`src/rtl/cache_fill_fsm_pkg.sv`:
```
// Shared definitions for the cache block-fill controller: state encoding,
// default block geometry and the word-address helper.
package cache_fill_fsm_pkg;

    localparam int unsigned WORDS_PER_BLOCK_DEF = 8;
    localparam int unsigned OFFSET_BITS_DEF     = 4;
    localparam int unsigned CNT_W               = 3;

    typedef enum logic [1:0] {
        ST_IDLE = 2'd0,
        ST_FILL = 2'd1,
        ST_TAG  = 2'd2
    } fill_state_e;

    // Words are 16 bits wide, so word index i sits at byte offset 2*i.
    function automatic logic [15:0] word_addr(input logic [15:0] base,
                                              input logic [CNT_W-1:0] idx);
        return base + 16'({idx, 1'b0});
    endfunction

endpackage

```
`src/rtl/cache_fill_fsm_fill_counter.sv`:
```
// Word counter for a block fill: counts up to LAST, then holds and raises a
// sticky done flag on the enable that consumes the final index.
module fill_counter
    import cache_fill_fsm_pkg::*;
#(
    parameter logic [CNT_W-1:0] LAST = CNT_W'(WORDS_PER_BLOCK_DEF - 1)
) (
    input  logic             clk,
    input  logic             rst_n,
    input  logic             clr_i,
    input  logic             en_i,
    output logic [CNT_W-1:0] cnt_o,
    output logic             done_o
);

    logic [CNT_W-1:0] cnt_q;
    logic             done_q;

    always_ff @(posedge clk or negedge rst_n) begin
        if (!rst_n) begin
            cnt_q  <= '0;
            done_q <= 1'b0;
        end else if (clr_i) begin
            cnt_q  <= '0;
            done_q <= 1'b0;
        end else if (en_i && !done_q) begin
            if (cnt_q == LAST) begin
                done_q <= 1'b1;
            end else begin
                cnt_q <= cnt_q + 1'b1;
            end
        end
    end

    assign cnt_o  = cnt_q;
    assign done_o = done_q;

endmodule

```
`src/rtl/cache_fill_fsm.sv`:
```
// Cache miss block-fill controller: issues one read per block word, writes
// returning words into the data array in order, then writes the tag once.
module cache_fill_fsm
    import cache_fill_fsm_pkg::*;
#(
    parameter int unsigned WORDS_PER_BLOCK = WORDS_PER_BLOCK_DEF,
    parameter int unsigned OFFSET_BITS     = OFFSET_BITS_DEF
) (
    input  logic        clk,
    input  logic        rst_n,
    input  logic        miss_detected,
    input  logic [15:0] miss_address,
    input  logic [15:0] memory_data,
    input  logic        memory_data_valid,
    output logic        fsm_busy,
    output logic        memory_read,
    output logic [15:0] memory_address,
    output logic        write_data_array,
    output logic        write_tag_array,
    output logic [15:0] fill_address,
    output logic [15:0] fill_data
);

    localparam logic [CNT_W-1:0] LAST_IDX = CNT_W'(WORDS_PER_BLOCK - 1);
    localparam logic [15:0]      OFF_MASK = 16'((32'd1 << OFFSET_BITS) - 32'd1);

    fill_state_e      state_q;
    logic [15:0]      base_q;
    logic [CNT_W-1:0] issue_cnt;
    logic [CNT_W-1:0] recv_cnt;
    logic             issue_done;
    logic             recv_done;
    logic             in_fill;
    logic             issue_en;
    logic             recv_en;
    logic             recv_last;

    assign in_fill   = (state_q == ST_FILL);
    assign issue_en  = in_fill && !issue_done;
    assign recv_en   = in_fill && memory_data_valid && !recv_done;
    assign recv_last = recv_en && (recv_cnt == LAST_IDX);

    fill_counter #(.LAST(LAST_IDX)) u_issue_cnt (
        .clk    (clk),
        .rst_n  (rst_n),
        .clr_i  (!in_fill),
        .en_i   (issue_en),
        .cnt_o  (issue_cnt),
        .done_o (issue_done)
    );

    fill_counter #(.LAST(LAST_IDX)) u_recv_cnt (
        .clk    (clk),
        .rst_n  (rst_n),
        .clr_i  (!in_fill),
        .en_i   (recv_en),
        .cnt_o  (recv_cnt),
        .done_o (recv_done)
    );

    // Miss and address are only looked at in IDLE, so later changes cannot disturb a fill.
    always_ff @(posedge clk or negedge rst_n) begin
        if (!rst_n) begin
            state_q <= ST_IDLE;
            base_q  <= '0;
        end else begin
            case (state_q)
                ST_IDLE: begin
                    if (miss_detected) begin
                        base_q  <= miss_address & ~OFF_MASK;
                        state_q <= ST_FILL;
                    end
                end
                ST_FILL: begin
                    if (recv_last) begin
                        state_q <= ST_TAG;
                    end
                end
                ST_TAG:  state_q <= ST_IDLE;
                default: state_q <= ST_IDLE;
            endcase
        end
    end

    assign fsm_busy         = (state_q != ST_IDLE);
    assign memory_read      = issue_en;
    assign memory_address   = issue_en ? word_addr(base_q, issue_cnt) : '0;
    assign write_data_array = recv_en;
    assign write_tag_array  = (state_q == ST_TAG);
    assign fill_data        = memory_data;

    always_comb begin
        fill_address = '0;
        if (state_q == ST_TAG) begin
            fill_address = base_q;
        end else if (in_fill) begin
            fill_address = word_addr(base_q, recv_cnt);
        end
    end

endmodule
```
`config.mk`:
```
export PLATFORM = sky130hd
export DESIGN_NAME = cache_fill_fsm
export DESIGN_NICKNAME = d
export VERILOG_FILES = /design/src/rtl/cache_fill_fsm_pkg.sv /design/src/rtl/cache_fill_fsm_fill_counter.sv /design/src/rtl/cache_fill_fsm.sv
export SDC_FILE = /design/constraint.sdc
export NUM_CORES = 1
export LEC_CHECK = 0
export CORE_UTILIZATION = 34
export CTS_BUF_LIST = sky130_fd_sc_hd__clkbuf_4 sky130_fd_sc_hd__clkbuf_8
export DETAILED_ROUTE_END_ITERATION = 8
export PLACE_DENSITY = 0.8
export SYNTH_ARGS = -nofsm -noshare
export SYNTH_HDL_FRONTEND = slang
export SYNTH_SLANG_ARGS = --single-unit
```
`constraint.sdc`:
```
create_clock -name clk -period 1.6 [get_ports clk]
set_clock_uncertainty 0.1 [all_clocks]
set_input_delay 0.16 -clock clk [delete_from_list [all_inputs] [get_ports clk]]
set_output_delay 0.16 -clock clk [all_outputs]
set_load 0.005 [all_outputs]
```
==> run metrics <==
CTS Hold Buffers Added 0; Finish-stage setup viols 45; Crit Path Max Fanout 4; vias in the first global route 1158; critical path startpoint category flip-flop; DR WL met2 2060 µm; DRT Wirelength 3640 µm; clock buffer depth 2; fillers 308; CP Class flip-flop to output pin; Final Max Tran Viols 0; multiplexer share of the synthesized area 0.122; via count 1142; first-pass GRT wire length 5360 µm; Syn Inst Count 126; largest net degree at the start of global routing 23; GPL Wtd Cong 0.719; Yosys cell types 28; cell total after placement 218; antenna viol nets, final 0; commonest non-fill, non-tap cell in the layout buf_6; layout cells sized above 1 0.665; PnR Total Power 0.00481 W; DR iter-0 viols 14; area delta synth->final 67.9%; share of the synthesized area in the top cell type 0.407; reg2reg path depth 5; I/O pins 88; initial core utilization 0.362; Final Hold Viols 0; Worst path max stage delay 0.47 ns; P_sw 0.00147 W; antenna violations before repair 0; CTS tree done; Worst EP arrival 1.51 ns; top layer in use met4; Final Util 0.607; Critical Path RT 1.34 ns; first-pass iteration count of the detailed router 4; #FFs+latches synth 22; drc violations 0; Peak VDD IR 0.656 mV; period utilization 1.10; internal reg-to-reg setup slack -0.16 ns; failing checks negative setup slack; Via density 4.66; Hold WC Path Type input port to async pin; Non-Filler Instances 245; switching share of power 0.306; Tmin final 1.77 ns; metal3 WL 151 µm; Area contributors post-synth dfrtp_1 (41%), and2_1 (12%), buf_4 (10%); Clock Pin Slew Worst Setup and Hold Paths 0.09 ns; CP Capture Type output pin; RSZ-0062 raised after global routing true; H-tree levels 1; combinational power share 0.701; path length in cells of the critical path 6; leakage power 1.12 nW; adder-cell share of the synthesized area 0.0370; simple-gate share of the synthesized area 0.259; # rows 22; Worst-Skew Late Latency 0.26 ns; Critical R2R Launch state_q[1]$_DFFE_PN0P_; core area 3740 µm²; met1 wire length 1390 µm; post-synthesis compound-gate area fraction 0.0314; setup ws final -0.166 ns; Internal Power 0.00334 W; GRT Util Overall 0.164; area leader, netlist dfrtp_1; Worst path slowest cell dfrtp_2; HPWL after detailed placement 2130 µm; maxcap violations 0; delay-heaviest family, CP flip-flops; die area 4240 µm²; reg-to-reg critical path endpoint base_q[6]$_DFFE_PN0P_; PortBufs 49; drt wl/cell 14.9 µm; Clock Power Share 0.084; Cell Chain, Critical Path nor3b_4 -> buf_6 -> buf_6 -> buf_6 -> and2_1 -> buf_2; crit path buf inv count 4; Synthesis Warnings 0; syn avg cell area 10.7 µm²; Inserted Clock Buffers 3; Post-Synth XOR/XNOR Area 0.00647; pwr/cell area 2120 nW/µm²; Max Fclk 566 MHz; main combinational cell family by area after synthesis simple AND/OR/NAND/NOR gates; total grt overflow 0; Final #Nets 238; CTS root buffer clkbuf_8; antenna diode count 0; status finished, violations left; Sink Count 22; Chip Height 65.1 µm; die width 65.1 µm; most frequent cells in the layout buf_6 (44), and2_4 (24), dfrtp_1 (20); crit-path most repeated cell buf_6; Post-Syn Area 1350 µm²; Flop pwr share 0.215; sequential share of the synthesized area 0.407
==> synth_stat cells, drive strengths merged <==
master and number:
xor2 1, clkbuf 2, inv 3, and4b 1, nor2b 1, or3b 3, and2b 1, nor2 3
a21o 1, a21oi 4, nand3b 6, mux2i 3, buf 21, conb 1, and2 27, nand2b 1
nor3b 4, or2 1, ha 4, o21ai 3, or3 1, mux2 12, dfrtp 22
==> through the flow <==
step           TNS, ns  setup slack, ns  instance area, µm²  hold WS, ns
2_1_floorplan        0           0.0152                1360       -0.236
3_3_place_gp     -1.84          -0.0803                1860        0.220
3_5_place_dp     -2.55           -0.109                1860        0.220
4_1_cts          -2.83           -0.150                2100        0.157
5_1_grt          -6.67           -0.220                2270        0.187
6_report         -4.46           -0.166                2270        0.144
==> worst reg2reg max path, stage by stage (launching register included) <==
cell and delay, ns:
dfrtp_2 0.47, buf_4 0.16, buf_4 0.13, nor3b_4 0.26
buf_6 0.18, mux2_2 0.34
==> sequential cells by signal (all words and copies together) (netlist names) <==
signal,cells
u_recv_cnt.cnt_o,3
base_q,12
state_q,2
u_issue_cnt.cnt_o,3
u_issue_cnt.done_o,1
u_recv_cnt.done_o,1
==> cell type report <==
| cell class | count | area (µm²) | share of cell area |
|---|---|---|---|
| inverters | 3 | 11.3 | 0.00495 |
| well taps | 48 | 60.1 | 0.0264 |
| clock buffers | 4 | 55.1 | 0.0242 |
| flip-flops and latches | 22 | 553 | 0.243 |
| multi-input cells | 79 | 744 | 0.327 |
| repair buffers | 89 | 850 | 0.374 |
==> logic make-up after synthesis <==
logic type / after synthesis
AO/OA/AOI/OAI: 8
other: 1
buffers and inverters: 26
AND/OR/NAND/NOR: 49
flip-flops: 22
multiplexers: 15
XOR/XNOR: 1
adder cells (fa/ha/maj): 4
==> timing repair <==
action / in CTS / in global routing
resized for setup: 181 / 37
gates cloned: 2 / 0
setup buffers: 16 / 6
setup endpoints to repair: 43 / 51
pin swaps: 17 / 6
==> how the worst max path moves through the flow <==
stage / from / to / slack (ns)
after floorplan: u_recv_cnt.cnt_o[0]$_DFFE_PN0P_ / u_recv_cnt.cnt_o[0]$_DFFE_PN0P_ / 0.02
after global placement: state_q[1]$_DFFE_PN0P_ / memory_address[12] / -0.08
after detailed placement: state_q[1]$_DFFE_PN0P_ / fill_address[7] / -0.11
after CTS: state_q[1]$_DFFE_PN0P_ / memory_address[3] / -0.15
after global routing: state_q[1]$_DFFE_PN0P_ / memory_address[2] / -0.22
final: state_q[1]$_DFFE_PN0P_ / memory_address[2] / -0.17
==> power groups by stage <==
stage	sequential (W)	combinational, W	clock, W
2_1_floorplan	0.000961	0.00110	0
3_3_place_gp	0.000976	0.00232	0
3_5_place_dp	0.00100	0.00241	0
4_1_cts	0.00101	0.00280	0.000405
5_1_grt	0.00107	0.00362	0.000427
6_report	0.00104	0.00338	0.000403
==> layer usage <==
metal,vias up,global-route usage
met5,-,0
met1,573,0.186
met3,4,0.0295
met4,0,0.0326
met2,27,0.315
li1,538,-
(Power assumes the default switching activity.)
